### src/rtl/io_conditioner_pkg.sv
// Shared defaults and sizing helper for the io_conditioner input-conditioning block.
package io_conditioner_pkg;

    localparam int DEF_SYNC_STAGES   = 2;
    localparam int DEF_FILTER_CYCLES = 16;
    localparam int DEF_RESET_HOLD    = 16;

    // Counter width for a count range of n states, never narrower than one bit.
    function automatic int cnt_w(input int n);
        return (n < 2) ? 1 : $clog2(n);
    endfunction

endpackage

### src/rtl/io_cond_channel.sv
// One conditioned input: metastability synchronizer, persistence glitch filter
// and registered rise/fall pulses on the filtered level.
module io_cond_channel
    import io_conditioner_pkg::*;
#(
    parameter int   SYNC_STAGES   = DEF_SYNC_STAGES,
    parameter int   FILTER_CYCLES = DEF_FILTER_CYCLES,
    parameter logic INIT          = 1'b1
) (
    input  logic clk,
    input  logic reset,
    input  logic din,
    output logic dout,
    output logic rise,
    output logic fall
);

    localparam int            CW        = cnt_w(FILTER_CYCLES);
    localparam logic [CW-1:0] CNT_LAST  = CW'((FILTER_CYCLES > 1) ? FILTER_CYCLES - 1 : 0);
    localparam bit            NO_FILTER = (FILTER_CYCLES <= 1);

    logic [SYNC_STAGES-1:0] sync_p0;
    logic                   s_p0;
    logic                   differ_p0;
    logic                   load_p0;
    logic [CW-1:0]          cnt_p1;
    logic                   level_p1;
    logic                   rise_p1;
    logic                   fall_p1;

    // Stage 0: synchronizer chain, oldest sample at the top bit
    always_ff @(posedge clk) begin
        if (reset) begin
            sync_p0 <= {SYNC_STAGES{INIT}};
        end else begin
            sync_p0 <= {sync_p0[SYNC_STAGES-2:0], din};
        end
    end

    assign s_p0 = sync_p0[SYNC_STAGES-1];

    always_comb begin
        differ_p0 = (s_p0 != level_p1);
        load_p0   = differ_p0 && (NO_FILTER || (cnt_p1 == CNT_LAST));
    end

    // Stage 1: filtered level and its edge pulses update on the same edge
    always_ff @(posedge clk) begin
        if (reset) begin
            cnt_p1   <= '0;
            level_p1 <= INIT;
            rise_p1  <= 1'b0;
            fall_p1  <= 1'b0;
        end else begin
            rise_p1 <= load_p0 & s_p0;
            fall_p1 <= load_p0 & ~s_p0;
            if (load_p0) begin
                level_p1 <= s_p0;
                cnt_p1   <= '0;
            end else if (differ_p0) begin
                cnt_p1   <= cnt_p1 + CW'(1);
            end else begin
                cnt_p1   <= '0;
            end
        end
    end

    assign dout = level_p1;
    assign rise = rise_p1;
    assign fall = fall_p1;

endmodule

### src/rtl/io_conditioner.sv
// Conditions N asynchronous inputs into clean levels and edge pulses, and
// stretches the incoming reset into a longer reset for downstream logic.
module io_conditioner
    import io_conditioner_pkg::*;
#(
    parameter int           N             = 2,
    parameter int           SYNC_STAGES   = DEF_SYNC_STAGES,
    parameter int           FILTER_CYCLES = DEF_FILTER_CYCLES,
    parameter logic [N-1:0] INIT          = '1,
    parameter int           RESET_HOLD    = DEF_RESET_HOLD
) (
    input  logic         clk,
    input  logic         reset,
    input  logic [N-1:0] din,
    output logic [N-1:0] dout,
    output logic [N-1:0] rise,
    output logic [N-1:0] fall,
    output logic         reset_out
);

    localparam int            HW      = cnt_w(RESET_HOLD + 1);
    localparam logic [HW-1:0] HOLD_LD = HW'(RESET_HOLD);

    logic [HW-1:0] hold_p0;
    logic          hold_out_p1;

    for (genvar i = 0; i < N; i++) begin : g_ch
        io_cond_channel #(
            .SYNC_STAGES  (SYNC_STAGES),
            .FILTER_CYCLES(FILTER_CYCLES),
            .INIT         (INIT[i])
        ) u_ch (
            .clk  (clk),
            .reset(reset),
            .din  (din[i]),
            .dout (dout[i]),
            .rise (rise[i]),
            .fall (fall[i])
        );
    end

    // Stage 0/1: hold counter reloads while reset is high, drains after release
    always_ff @(posedge clk) begin
        if (reset) begin
            hold_p0     <= HOLD_LD;
            hold_out_p1 <= 1'b1;
        end else begin
            hold_out_p1 <= (hold_p0 != '0);
            if (hold_p0 != '0) begin
                hold_p0 <= hold_p0 - HW'(1);
            end
        end
    end

    // The OR keeps reset_out high from the very first cycle reset is asserted.
    assign reset_out = reset | hold_out_p1;

endmodule

### config.mk
export PLATFORM = sky130hd
export DESIGN_NAME = io_conditioner
export DESIGN_NICKNAME = d
export VERILOG_FILES = /design/src/rtl/io_conditioner_pkg.sv /design/src/rtl/io_cond_channel.sv /design/src/rtl/io_conditioner.sv
export SDC_FILE = /design/constraint.sdc
export NUM_CORES = 1
export LEC_CHECK = 0
export CORE_MARGIN = 1
export CORE_UTILIZATION = 23
export CTS_CLUSTER_DIAMETER = 30
export DETAILED_ROUTE_END_ITERATION = 7
export GPL_ROUTABILITY_DRIVEN = 0
export HOLD_SLACK_MARGIN = 0.05
export PLACE_DENSITY = 0.45
export SLEW_MARGIN = 10
export SYNTH_ARGS = -nofsm -noshare
export SYNTH_HDL_FRONTEND = slang
export SYNTH_HIERARCHICAL = 1
export SYNTH_SLANG_ARGS = --single-unit
export TNS_END_PERCENT = 30
### constraint.sdc
create_clock -name clk -period 2.17 [get_ports clk]
set_input_delay 0.434 -clock clk [delete_from_list [all_inputs] [get_ports clk]]
set_output_delay 0.434 -clock clk [all_outputs]
set_load 0.005 [all_outputs]
# Word-level counts from Yosys, hierarchy flattened
# Cells that the tools add are included.
op_classes:
  addsub: 3
  eq_ne: 4
  bitwise: 9
  reduce_logical: 5
op_table:
  columns: ["op", "count"]
  rows:
  - ["adder 4 x 1 -> 4 bit, second input constant", 2]
  - ["equality test 4 bit, second input constant", 2]
  - ["OR reduction 3 bit", 2]
  - ["nonzero test 5 bit", 1]
  - ["subtractor 5 x 1 -> 5 bit, second input constant", 1]
  - ["bitwise AND 1 bit", 4]
  - ["inverter 1 bit", 4]
  - ["logical AND 1 bit", 2]
  - ["inequality test 1 bit", 2]
  - ["OR 1 bit", 1]
word_totals:
  regBits: 24
  inputBits: 4
  out_inout_bits: 7
  word_cells: 33

# Longest topological paths before layout
# Gate-level depths: netlist (run 1).
logic_depth:
  ltp_word: 3
  ltp_mapped: 4
  depth_no_buf: 4

# Cells and area by module
# Netlist (run 1), hierarchy kept.
by_module_without_submodules:
  columns: ["mod", "n_inst", "cells_each", "area_each_um2", "seq_area_each_um2"]
  rows:
  - ["io_cond_channel", 2, 28, 304.0, 180.2]
  - ["io_conditioner", 1, 29, 321.6, 120.1]

# Worst setup path after synthesis (run 1)
# No wires, ideal clock.
synth_timing:
  path_type: "reg-to-reg"
  startpoint: "reg hold_p0[0]"
  endpoint: "reg hold_p0[0]"
  setup_ns: 0.121
  t_arrival_ns: 1.192
  required_ns: 2.049
  path_slack_ns: 0.857
  stages_incl_launch_ff: 5
  n_path_buf: 0
  synth_period_minus_slack_ns: 1.313
  cell_sequence: "dfxtp_1 inv_1 ha_1 nor4b_4 mux2_2"
synth_between:
  elab_chain_len: 1
  word_cells_on_any_way: 2
  cone_classes: "add/sub (1); reduce/logical (1)"
synth_lines:
  columns: ["item", "line", "rtl"]
  rows:
  - ["start: declaration", "io_conditioner.sv:24", "logic [HW-1:0] hold_p0;"]
  - ["start signal: assignment", "io_conditioner.sv:50", "hold_p0 <= hold_p0 - HW'(1);"]
  - ["subtractor 5 x 1 -> 5 bit or nonzero test 5 bit (tied branches)", "io_conditioner.sv:50, io_conditioner.sv:49", null]
# Several ways; a longest one is shown, not always the timed one.
# A chain may end at the register's enable or synchronous reset.

# Final worst setup path (run 1)
layout_timing:
  startpoint: "in reset"
  endpoint: "out reset_out"
layout_between:
  elab_chain_len: 1
layout_lines:
  columns: ["item", "line", "rtl"]
  rows:
  - ["start: declaration", "io_conditioner.sv:13", "input logic reset,"]
  - ["OR 1 bit", "io_conditioner.sv:56", "assign reset_out = reset | hold_out_p1;"]
  - ["end: declaration", "io_conditioner.sv:18", "output logic reset_out"]
# No other way between the ends.

==> flow_metrics.env, run 1 <==
export IMPL_worstPathRequired_ps=1740
export IMPL_end_kind="primary output"
export IMPL_nets=108
export IMPL_ant_nets=0
export IMPL_synth_distinct_cells=24
export IMPL_worst_pin_slew_ps=398
export IMPL_io_pins=11
export IMPL_htree_levels=1
export IMPL_post_cts_buffers=0
export IMPL_status="complete, no violations"
export IMPL_clock_fmax_mhz=491
export IMPL_hold_ws_ps=413
export IMPL_placementRows=22
export IMPL_clock_path_buffers=2
export IMPL_antenna_found_initial=0
export IMPL_drv_slew=0
export IMPL_cp_top_family="buffers and inverters"
export IMPL_critPathBufInv=2
export IMPL_hold_buffers=0
export IMPL_chipWidth_um=65.6
export IMPL_synth_nets=93
export IMPL_post_drt_wl_per_cell_um=9.94
export IMPL_power_mw=1.07
export IMPL_crit_fanout=2
export IMPL_slew_headroom_pct=73.4
export IMPL_tritoncts="built"
export IMPL_synth_edf_count=0
export IMPL_hpwl_um=1050
export IMPL_leakagePower_nw=0.421
export IMPL_drc=0
export IMPL_syn2layout_area_growth_pct=22.7
export IMPL_setup_violations=0
export IMPL_yosys_warnings=6
export IMPL_wl_um=1460
export IMPL_drt_pre_antenna_iters=4
export IMPL_synth_yosys_seq_area_share_pct=51.7
export IMPL_cts_root_buf="clkbuf_8"
export IMPL_initial_core_util_pct=24.7
export IMPL_avgSynthCellArea_um2=10.9
export IMPL_power_switching_mw=0.280
export IMPL_switching_share_pct=26.3
export IMPL_ys_ff_latch=24
export IMPL_cp_common_cell="clkdlybuf4s50_1"
export IMPL_power_share_clock_pct=27.9
export IMPL_io_buffer_count=10
export IMPL_viasPerCell=4.22
export IMPL_grt_pass1_wl_um=2520
export IMPL_core_area_um2=3770
export IMPL_async_flop_share_pct=0
export IMPL_slowest_delay_ps=450
export IMPL_drive_gt1_share_pct=15.2
export IMPL_p_int_mw=0.786
export IMPL_fin_skew_ps=1.86
export IMPL_final_hold_violation_count=0
export IMPL_diodes=0
export IMPL_postLayoutCoreUtil_pct=30.3
export IMPL_grt_setup_unrepaired="no"
export IMPL_comb_power_share_pct=20.0
export IMPL_fillers=378
export IMPL_vias=621
export IMPL_finalCriticalPeriod_ps=2040
export IMPL_critical_path_arrival_ps=1600
export IMPL_cts_sinks=24
export IMPL_clock_latency_ps=260
export IMPL_tns_ps=0
export IMPL_criticalPathCategory="in -> out"
export IMPL_path_cells="clkdlybuf4s50_1, or2_2, clkdlybuf4s50_1"
export IMPL_syn_area_um2=930
export IMPL_grtUsageTotal_pct=7.77
export IMPL_p_per_area_nw_per_um2=935
export IMPL_maxCapViolCount=0
export IMPL_cts_buffers_inserted=3
export IMPL_grt_max_degree=24
export IMPL_overflow=0
export IMPL_clk_pin_slew_ps=80
export IMPL_die_area_um2=4300
export IMPL_post_route_period_util_pct=93.9
export IMPL_p_seq_share_pct=52.1
export IMPL_ir_drop_v=0.000531
export IMPL_synth_flop_cell="dfxtp_1"
export IMPL_die_y_um=65.6
export IMPL_drt_iter0_markers=15
export IMPL_crit_slowest_cell="clkdlybuf4s50_1"
export IMPL_hold_path_class="reg -> reg"
export IMPL_synth_cells=85
export IMPL_start_kind="primary input"
export IMPL_ctsResizeCount=0
export IMPL_grt_pass1_vias=577
==> registers in the layout, indices dropped and copies added (netlist names) <==
| register | cells |
|---|---|
| g_ch.u_ch/sync_p0 | 4 |
| g_ch.u_ch/rise | 2 |
| g_ch.u_ch/cnt_p1 | 8 |
| g_ch.u_ch/fall | 2 |
| hold_p0 | 5 |
| hold_out_p1 | 1 |
| g_ch.u_ch/dout | 2 |
==> power groups by stage <==
stage / logic (mW) / registers [mW] / clock network [mW]
2_1_floorplan: 0.181 / 0.552 / 0
3_5_place_dp: 0.216 / 0.566 / 0
5_1_grt: 0.235 / 0.562 / 0.335
4_1_cts: 0.218 / 0.555 / 0.311
6_report: 0.214 / 0.555 / 0.298
3_3_place_gp: 0.208 / 0.563 / 0
==> final timing paths <==
check                               start  slack [ps]                       to  cells after the start
setup / recovery                    reset         130                reset_out                      3
hold / removal    g_ch[0].u_ch/sync_p0[0]         410  g_ch[0].u_ch/sync_p0[1]                      1
hold reg to reg   g_ch[0].u_ch/sync_p0[0]         410  g_ch[0].u_ch/sync_p0[1]                      1
setup reg to reg               hold_p0[0]         710               hold_p0[1]                      4
==> cells in the final DEF (no fill, tap or decap), drive strengths merged <==
cell type and count:
nor2 9, inv 4, nor2b 2, nand4bb 1, or3b 2, xnor2 5, o31ai 1, ha 4
nand2b 1, nand3 4, a41oi 2, nand2 4, xor2 2, a2bb2oi 1, a211oi 1, or4 1
buf 1, dfxtp 24, clkbuf 4, or4b 1, nor4b 5, mux2 2, clkdlybuf4s50 10, or2 5
nor3 3
==> layer usage <==
layer,global-route usage (%),wire [um],up-vias
met3,2.26,64,2
met4,4.08,14,0
met2,11.2,631,9
met1,10.3,751,285
li1,-,-,325
met5,0,0,-
==> layout make-up <==
class                      count  area, um^2  area share [%]
tap                           48        60.1            5.26
inverter                       4        15.0            1.32
sequential                    24         480            42.1
multi-input combinational     56         423            37.1
timing repair buffer          11         108            9.43
clock buffer                   4        55.1            4.82
==> logic make-up (layout without fill, tap and decap cells) <==
logic type	after synthesis	count (layout)	synth area share, %
AO/OA/AOI/OAI	5	5	4.98
buffers and inverters	5	19	2.83
XOR/XNOR	7	7	6.60
AND/OR/NAND/NOR	38	38	26.1
multiplexers	2	2	2.42
flip-flops	24	24	51.7
adder cells (fa/ha/maj)	4	4	5.38
==> stage by stage <==
step,std cells,worst slack (ps),cell area [um^2]
after floorplan,85,857,930
after global placement,143,110,1090
after detailed placement,143,117,1090
after CTS,147,117,1140
after global routing,147,77.0,1140
final,147,132,1140
==> Yosys cell counts (2+ instances only) <==
| master | count | area share [%] |
|---|---|---|
| nor2b_1 | 2 | 1.3 |
| or2_2 | 5 | 3.4 |
| inv_1 | 4 | 1.6 |
| nand2_1 | 4 | 1.6 |
| nor2_1 | 9 | 3.6 |
| dfxtp_1 | 24 | 52 |
| xor2_1 | 2 | 1.9 |
| ha_1 | 4 | 5.4 |
| xnor2_1 | 5 | 4.7 |
| mux2_2 | 2 | 2.4 |
| a41oi_1 | 2 | 1.9 |
| nor3_1 | 3 | 1.6 |
| nor4b_1 | 4 | 3.8 |
| nand3_1 | 4 | 2.2 |
| or3b_1 | 2 | 1.9 |
Power figures use the tool's default switching activity.
==> run 2, diff against run 1 <==
- CELL_PAD_IN_SITES_DETAIL_PLACEMENT: default -> 0
- CELL_PAD_IN_SITES_GLOBAL_PLACEMENT: default -> 1
- PLACE_DENSITY: 0.45 -> 0.52
==> run 2 against run 1 <==
Effect of this change: first-iteration DRC count is 40% higher; clock skew rose by 1.4 ps; critical endpoint unchanged; worst setup slack got worse by 20 ps; flip-flop and latch count unchanged; sequential share of layout area down 0.59 points; clock power rose by 29%; non-clock buffer count unchanged.
==> flow_metrics.env, run 2 (synthesis results as in run 1) <==
export IMPL_layout_common_cells="dfxtp_1 (24), clkdlybuf4s50_1 (10), nor2_1 (9), or2_2 (5), xnor2_1 (5)"
export IMPL_reg_largest_list="g_ch.u_ch/cnt_p1: 8 flops, hold_p0: 5 flops, g_ch.u_ch/sync_p0: 4 flops"
export IMPL_critPathBufInv=2
export IMPL_finalCriticalPeriod_ps=2060
export IMPL_drt_pre_antenna_iters=2
export IMPL_wl_um=1400
export IMPL_viasPerCell=4.12
export IMPL_slew_headroom_pct=73.7
export IMPL_core_area_um2=3770
export IMPL_cts_root_buf="clkbuf_8"
export IMPL_htree_levels=1
export IMPL_overflow=0
export IMPL_final_area_um2=1160
export IMPL_grt_setup_unrepaired="no"
export IMPL_ff2ff_setup_slack_ps=730
export IMPL_largest_register="g_ch.u_ch/cnt_p1"
export IMPL_post_cts_buffers=0
export IMPL_diodes=0
export IMPL_post_route_period_util_pct=94.9
export IMPL_nets=108
export IMPL_drt_iter0_markers=21
export IMPL_cp_common_cell="clkdlybuf4s50_1"
export IMPL_min_from="g_ch[1].u_ch/sync_p0[0]"
export IMPL_post_drt_wl_per_cell_um=9.52
export IMPL_grtUsageTotal_pct=7.26
export IMPL_syn2layout_area_growth_pct=24.5
export IMPL_critical_path_arrival_ps=1620
export IMPL_io_pins=11
export IMPL_path_cells="clkdlybuf4s50_1, or2_2, clkdlybuf4s50_1"
export IMPL_status="complete, no violations"
export IMPL_antenna_found_initial=0
export IMPL_r2r_end="hold_p0[0]"
export IMPL_crit_slowest_cell="clkdlybuf4s50_1"
export IMPL_initial_core_util_pct=24.7
export IMPL_tritoncts="built"
export IMPL_clock_fmax_mhz=486
export IMPL_drive_gt1_share_pct=15.2
export IMPL_worstHoldEndpoint="g_ch[1].u_ch/sync_p0[1]"
export IMPL_vias=605
export IMPL_io_buffer_count=10
export IMPL_min_path_cells=1
export IMPL_start_kind="primary input"
export IMPL_hold_buffers=0
export IMPL_crit_fanout=2
export IMPL_largest_reg_flops=8
export IMPL_end_kind="primary output"
export IMPL_tns_ps=0
export IMPL_criticalPathCategory="in -> out"
export IMPL_grt_pass1_wl_um=2390
export IMPL_worst_pin_slew_ps=392
export IMPL_placed_area_um2=1090
export IMPL_p_per_area_nw_per_um2=988
export IMPL_grt_max_degree=24
export IMPL_drc=0
export IMPL_hold_ws_ps=412
export IMPL_r2r_cells=4
export IMPL_slowest_delay_ps=450
export IMPL_die_y_um=65.6
export IMPL_fin_skew_ps=3.27
export IMPL_clock_path_buffers=2
export IMPL_maxCapViolCount=0
export IMPL_clock_latency_ps=260
export IMPL_final_hold_violation_count=0
export IMPL_hpwl_um=1040
export IMPL_worstPathRequired_ps=1740
export IMPL_grt_pass1_vias=565
export IMPL_ant_nets=0
export IMPL_leakagePower_nw=0.428
export IMPL_ir_drop_v=0.000212
export IMPL_cp_top_family="buffers and inverters"
export IMPL_clk_pin_slew_ps=80
export IMPL_setup_violations=0
export IMPL_hold_path_class="reg -> reg"
export IMPL_layout_commonest_cell="dfxtp_1"
export IMPL_cts_sinks=24
export IMPL_chipWidth_um=65.6
export IMPL_r2r_start="hold_p0[0]"
export IMPL_cts_buffers_inserted=3
export IMPL_power_mw=1.14
export IMPL_ctsResizeCount=0
export IMPL_drv_slew=0
export IMPL_die_area_um2=4300
export IMPL_placementRows=22
-- run 2: cell types whose count changed in the layout (fill, tap and decap cells not counted) --
cell | before | now
clkbuf_8 | 4 | 3
bufinv_16 | 0 | 1
-- run 2: metrics by stage --
step | std cells | setup slack, ps | util [%]
6_report | 147 | 112 | 30.7
5_1_grt | 147 | 86.9 | 30.7
4_1_cts | 147 | 81.8 | 30.7
3_5_place_dp | 143 | 81.8 | 28.8
3_3_place_gp | 143 | 91.5 | 28.8
2_1_floorplan | 85 | 857 | -
-- run 2: where the power goes --
group | leakage (nW) | internal [mW] | switching (mW)
clock network | 0.0357 | 0.246 | 0.137
registers | 0.196 | 0.490 | 0.0611
logic | 0.197 | 0.133 | 0.0751
total | 0.428 | 0.870 | 0.274
-- run 2: layout make-up --
type | instances | area [um^2]
clock buffer | 3 | 41.3
clock inverter | 1 | 30.0
fill | 392 | 2610
inverter | 4 | 15.0
multi-input combinational | 56 | 423
sequential | 24 | 480
tap | 48 | 60.1
timing repair buffer | 11 | 108
-- run 2: per-layer routing --
metal,share of wire [%],wire length (um),GRT usage [%],vias to the layer above
li1,-,-,-,323
met1,51,714,8.32,277
met2,46,637,12.4,3
met3,2.5,35,2.08,2
met4,0.86,12,3.26,0
met5,0,0,0,-
-- run 2: worst max-delay path by stage --
stage,from,to,depth (start not counted)
after floorplan,hold_p0[0],hold_p0[0],4
after global placement,reset,reset_out,3
after detailed placement,reset,reset_out,3
after CTS,reset,reset_out,3
after global routing,reset,reset_out,3
final,reset,reset_out,3
-- run 2: worst reg2reg max path, cell delays in order (launching register included) --
cell and delay (ps):
dfxtp_1 350, inv_1 80, ha_1 170, nor4b_4 360, mux2_2 380
==> run 3, diff against run 2 <==
- HOLD_SLACK_MARGIN: 0.05 -> default
==> results of run 3 <==
The final DEF is identical to that of run 2; final timing and power are the same.
